### src/rtl/imm_gen_pipe.sv
// imm_gen_pipe: pipelined RV32I/RV64I immediate generator.
// Decodes the immediate and format of one instruction per cycle and registers
// the result behind a valid/ready handshake backed by a 2-entry skid buffer.
// Optional feature macro: IMM_ILLEGAL_EN adds the out_illegal flag.
//
// Handshake: a transfer happens on a rising edge where valid & ready are both
// high. Once valid is raised it stays high, and its payload stays stable,
// until the transfer happens. in_ready comes straight from a register
// (~skid_valid) and has no combinational path from out_ready.
module imm_gen_pipe #(
    parameter int XLEN  = 32,
    parameter int TAG_W = 5
) (
    input  logic             clk,
    input  logic             rst_n,
    input  logic             flush,
    input  logic             in_valid,
    output logic             in_ready,
    input  logic [31:0]      in_inst,
    input  logic [TAG_W-1:0] in_tag,
    output logic             out_valid,
    input  logic             out_ready,
    output logic [XLEN-1:0]  out_imm,
    output logic [2:0]       out_fmt,
    output logic [TAG_W-1:0] out_tag
`ifdef IMM_ILLEGAL_EN
    ,
    output logic             out_illegal
`endif
);

    // Only the two base widths are meaningful; anything else stops elaboration.
    generate
        if (XLEN != 32 && XLEN != 64) begin : g_bad_xlen
            $error("imm_gen_pipe: XLEN must be 32 or 64");
        end
    endgenerate

    localparam logic [2:0] FMT_NONE  = 3'd0;
    localparam logic [2:0] FMT_R     = 3'd1;
    localparam logic [2:0] FMT_I     = 3'd2;
    localparam logic [2:0] FMT_S     = 3'd3;
    localparam logic [2:0] FMT_B     = 3'd4;
    localparam logic [2:0] FMT_U     = 3'd5;
    localparam logic [2:0] FMT_J     = 3'd6;
    localparam logic [2:0] FMT_SHAMT = 3'd7;

    logic [XLEN-1:0]  dec_imm;
    logic [2:0]       dec_fmt;
    logic             skid_valid;
    logic [XLEN-1:0]  skid_imm;
    logic [2:0]       skid_fmt;
    logic [TAG_W-1:0] skid_tag;
    logic             accept;
    logic             load_out;

`ifdef IMM_ILLEGAL_EN
    logic dec_ill;
    logic skid_ill;
    logic shift32_wide;
`endif

    assign in_ready = ~skid_valid;
    assign accept   = in_valid & ~skid_valid;
    assign load_out = ~out_valid | out_ready;

    // Decode the immediate from the full 7-bit opcode (inst[1:0] is not assumed).
    always_comb begin
        dec_imm = '0;
        dec_fmt = FMT_NONE;
        case (in_inst[6:0])
            7'b0010011: begin
                // funct3 001 (slli) and 101 (srli/srai) carry a shift amount.
                if (in_inst[13:12] == 2'b01) begin
                    dec_fmt = FMT_SHAMT;
                    if (XLEN == 64) dec_imm = XLEN'(in_inst[25:20]);
                    else            dec_imm = XLEN'(in_inst[24:20]);
                end else begin
                    dec_fmt = FMT_I;
                    dec_imm = XLEN'($signed(in_inst[31:20]));
                end
            end
            7'b0000011, 7'b1100111: begin
                dec_fmt = FMT_I;
                dec_imm = XLEN'($signed(in_inst[31:20]));
            end
            7'b0011011: begin
                // OP-IMM-32 only exists on RV64; on RV32 it falls to NONE.
                if (XLEN == 64) begin
                    dec_fmt = FMT_I;
                    dec_imm = XLEN'($signed(in_inst[31:20]));
                end
            end
            7'b0100011: begin
                dec_fmt = FMT_S;
                dec_imm = XLEN'($signed({in_inst[31:25], in_inst[11:7]}));
            end
            7'b1100011: begin
                dec_fmt = FMT_B;
                dec_imm = XLEN'($signed({in_inst[31], in_inst[7], in_inst[30:25],
                                         in_inst[11:8], 1'b0}));
            end
            7'b0110111, 7'b0010111: begin
                dec_fmt = FMT_U;
                dec_imm = XLEN'($signed({in_inst[31:12], 12'b0}));
            end
            7'b1101111: begin
                dec_fmt = FMT_J;
                dec_imm = XLEN'($signed({in_inst[31], in_inst[19:12], in_inst[20],
                                         in_inst[30:21], 1'b0}));
            end
            7'b0110011, 7'b0111011: begin
                dec_fmt = FMT_R;
            end
            default: begin
                dec_fmt = FMT_NONE;
            end
        endcase
    end

`ifdef IMM_ILLEGAL_EN
    // Flag unknown opcodes, non-32-bit encodings and RV32 shifts of 32 or more.
    always_comb begin
        shift32_wide = (XLEN == 32) && (dec_fmt == FMT_SHAMT) && in_inst[25];
        dec_ill      = (dec_fmt == FMT_NONE) || (in_inst[1:0] != 2'b11) || shift32_wide;
    end
`endif

    // Output register plus skid register; flush kills both, data fields hold.
    always_ff @(posedge clk or negedge rst_n) begin
        if (!rst_n) begin
            out_valid  <= 1'b0;
            out_imm    <= '0;
            out_fmt    <= FMT_NONE;
            out_tag    <= '0;
            skid_valid <= 1'b0;
            skid_imm   <= '0;
            skid_fmt   <= FMT_NONE;
            skid_tag   <= '0;
`ifdef IMM_ILLEGAL_EN
            out_illegal <= 1'b0;
            skid_ill    <= 1'b0;
`endif
        end else if (flush) begin
            out_valid  <= 1'b0;
            skid_valid <= 1'b0;
        end else if (load_out) begin
            if (skid_valid) begin
                // Skid is full so in_ready is low: no new input this edge.
                out_valid  <= 1'b1;
                out_imm    <= skid_imm;
                out_fmt    <= skid_fmt;
                out_tag    <= skid_tag;
                skid_valid <= 1'b0;
`ifdef IMM_ILLEGAL_EN
                out_illegal <= skid_ill;
`endif
            end else if (accept) begin
                out_valid <= 1'b1;
                out_imm   <= dec_imm;
                out_fmt   <= dec_fmt;
                out_tag   <= in_tag;
`ifdef IMM_ILLEGAL_EN
                out_illegal <= dec_ill;
`endif
            end else begin
                out_valid <= 1'b0;
            end
        end else if (accept) begin
            // Output stalled: park the new entry in the skid register.
            skid_valid <= 1'b1;
            skid_imm   <= dec_imm;
            skid_fmt   <= dec_fmt;
            skid_tag   <= in_tag;
`ifdef IMM_ILLEGAL_EN
            skid_ill   <= dec_ill;
`endif
        end
    end

endmodule
### config.mk
export PLATFORM = sky130hd
export DESIGN_NAME = imm_gen_pipe
export DESIGN_NICKNAME = d
export VERILOG_FILES = /design/src/rtl/imm_gen_pipe.sv
export SDC_FILE = /design/constraint.sdc
export NUM_CORES = 1
export LEC_CHECK = 0
export BUFFER_PORTS_ARGS = -buffer_cell sky130_fd_sc_hd__buf_2
export CAP_MARGIN = 20
export CORE_ASPECT_RATIO = 1.4
export CORE_MARGIN = 3
export CORE_UTILIZATION = 40
export DETAILED_ROUTE_END_ITERATION = 12
export GPL_TIMING_DRIVEN = 0
export RECOVER_POWER = 100
export SLEW_MARGIN = 20
export SYNTH_ARGS = -nofsm -noshare
export SYNTH_HDL_FRONTEND = slang
export SYNTH_SLANG_ARGS = --single-unit
export TNS_END_PERCENT = 1
### constraint.sdc
create_clock -name clk -period 5.1 [get_ports clk]
set_clock_uncertainty 0.05 [all_clocks]
set_input_delay 1.02 -clock clk [delete_from_list [all_inputs] [get_ports clk]]
set_output_delay 1.02 -clock clk [all_outputs]
set_load 0.01 [all_outputs]
==> reports/metrics.yaml <==
hold_path:
  worstHoldPathCells: 2
  min_delay_worst_endpoint: "skid_tag[0]$_DFFE_PN0P_"
  hold_start: "skid_tag[0]$_DFFE_PN0P_"
  hp-class: "register to register"
synthesis:
  synth_most_common_cell: "dfrtp_1"
  synth_edf_count: 0
  synth_common_cells: "dfrtp_1, nand2_1, a31oi_1"
  synth_top_area_share_pct: 53.9
  synthCells: 389
  async_reset_ff_share_pct: 100
  ys_types: 44
  syn_area_mm2: 0.00380
  synth_area_leader_cell: "dfrtp_1"
  synth.yosys.seq_area_share_pct: 53.9
  synthesis.area_per_instance_um2: 9.78
  synthFlopType: "dfrtp_1"
  synth_area_leaders: "dfrtp_1, a31oi_1, nand2_1"
  yosysWarnings: 0
  ys_ff_latch: 82
  synth.net_count: 431
power:
  ir_worst_vdd_uv: 207
  power.total_mw: 1.63
  p_leak_nw: 1.85
  powerDensity_mw_per_mm2: 360
setup_path:
  cp_data_required_time_ns: 5.30
  timing.rr.start: "skid_valid$_DFFE_PN0P_"
  ff2ff_path_depth: 6
  cp_cell_sequence: "clkbuf_1 -> nand4bb_1 -> clkbuf_1 -> a211oi_1 -> o21ai_0 -> clkbuf_1 -> a31oi_1"
  r2r-end: "skid_fmt[1]$_DFFE_PN0P_"
  start_kind: "input pin"
  cp-end-kind: "register"
  crit_fanout: 10
  cpMaxStageDelayCell: "a211oi_1"
  path_class: "input pin to register"
  cp_slowest_stage_delay_ns: 0.63
  cpMostUsedCell: "clkbuf_1"
  reg2reg_slack_ns: 2.79
  worstPathArrival_ns: 3.22
timing:
  min_period_over_period_pct: 59.3
  timing.fmax_mhz: 331
  report.final.slew_viol_count: 40
  finalWorstSetupSlack_ns: 2.08
  rsz0062_at_grt: "false"
  setup_viol: 0
  slew_headroom_pct: -46.1
  fin_tns_setup_ns: 0
  hold_violations: 0
  timing.final.crit_period_ns: 3.02
  worst_pin_slew_ns: 2.19
clock_tree:
  root_buffer: "clkbuf_16"
  clock_sinks: 82
  cts_max_level: 3
  cts_setup_buffers: 0
  cts_tree: "done"
  postCtsResizedCells: 0
  clockBufferDepth: 2
  hold_buffers: 0
  cts-buffers-inserted: 9
  clk_latency_ns: 0.34
  cts.clk_slew.worst_paths_ns: 0.06
placement:
  dp.cells: 577
  dp_slack_ns: 2.24
  dp_hpwl_um: 7980
  placed_area_mm2: 0.00436
  io_buffers: 80
  gp_congestion: 0.839
cells_and_area:
  stdcell_count: 593
  syn2layout_area_growth_pct: 19.2
  fin_nets: 523
  diodes: 0
  num-fill-cells: 928
  drive_gt1_share_pct: 12.1
  fin_area_mm2: 0.00454
global_routing:
  met3_usage_pct: 4.35
  grt_pass1_wl_um: 17800
  use_met2_pct: 35.3
  antenna_found_initial: 0
  busiest_layer: "met2"
  grt.met1_usage_pct: 28.6
  grt_overflow: 0
  grt_pass1_vias: 3467
  grt_start_max_net_pins: 44
  track_usage_pct: 21.7
die:
  die_area_mm2: 0.0107
  start_util_pct: 41.7
  boundaryPins: 84
  die_height_um: 121
  core_region_area_mm2: 0.00913
  num_rows: 41
  fp.dieW_um: 88.4
outcome:
  violations: "max-capacitance violations, max-slew violations"
  outcome: "finished, violations left"
drt:
  dr.pass1.iters: 5
  num_vias: 3399
  drc: 0
  avgViaCountPerCell: 5.73
  totalWireLength_um: 10900
  avgRoutedWirePerCell_um: 18.3
  drt_iter0_drc: 221
  ant_nets: 0
run:
  drv_cap: 1
[cell type report]
type                    count  area [µm²]  area share (%)
well taps                 107         134            2.95
clock inverters             4        27.5           0.607
repair buffers             81         367            8.08
plain buffers              31         120            2.65
clock buffers              12         246            5.43
multi-input cells         271        1570            34.6
flip-flops and latches     82        2050            45.2
inverters                   5        18.8           0.414
[sequential cells by signal, summed over array words and instances (netlist names)]
name and flops:
out_imm 32, skid_imm 32, out_tag 5, skid_tag 5
out_fmt 3, skid_fmt 3, out_valid 1, skid_valid 1
[power breakdown]
| part | total, mW | internal [mW] | switching (mW) |
|---|---|---|---|
| combinational | 0.249 | 0.0980 | 0.151 |
| sequential | 0.790 | 0.740 | 0.0498 |
| clock | 0.595 | 0.342 | 0.253 |
[worst max-delay path: cells and delay by family]
family | cells | cell delay, ns
AO/OA/AOI/OAI | 3 | 1.23
buffers and inverters | 3 | 0.73
AND/OR/NAND/NOR | 1 | 0.23
[layer usage]
layer	share of wire [%]	up-vias
li1	-	1614
met1	42	1642
met2	50	126
met3	6.5	17
met4	1.6	0
met5	0	-
[how the worst max path moves through the flow]
stage | startpoint | endpoint | slack, ns
5_1_grt | in_inst[3] | skid_imm[25]$_DFFE_PN0P_ | 1.69
6_report | in_inst[3] | out_imm[21]$_DFFE_PN0P_ | 2.08
2_1_floorplan | in_inst[3] | out_imm[29]$_DFFE_PN0P_ | 2.73
3_3_place_gp | out_ready | skid_fmt[1]$_DFFE_PN0P_ | 2.27
3_5_place_dp | out_ready | out_fmt[1]$_DFFE_PN0P_ | 2.24
4_1_cts | skid_valid$_DFFE_PN0P_ | in_ready | 2.38
[stage by stage]
| stage | util [%] | hold WS, ns |
|---|---|---|
| floorplan | - | 0.388 |
| global placement | 47.5 | 0.407 |
| detailed placement | 47.8 | 0.412 |
| CTS | 50.8 | 0.426 |
| global route | 49.7 | 0.464 |
| finish | 49.7 | 0.425 |
[logic make-up (layout without fill, tap and decap cells)]
kind of cell | after synthesis | count (layout) | synth area share (%)
buffers and inverters | 36 | 133 | 3.98
multiplexers | 14 | 14 | 3.72
AND/OR/NAND/NOR | 129 | 129 | 15.9
AO/OA/AOI/OAI | 128 | 128 | 22.5
flip-flops | 82 | 82 | 53.9
[cell usage in the layout, fill, tap and decap left out, types with 13 or more instances in the layout]
master and n:
dfrtp_1 82, nand2_1 54, buf_2 40, o21ai_0 25
nor4_1 14, a31oi_1 33, mux2i_1 13, nor2_1 28
clkbuf_1 73, o22ai_1 13
Note: power is estimated with default switching activity, not from simulation.
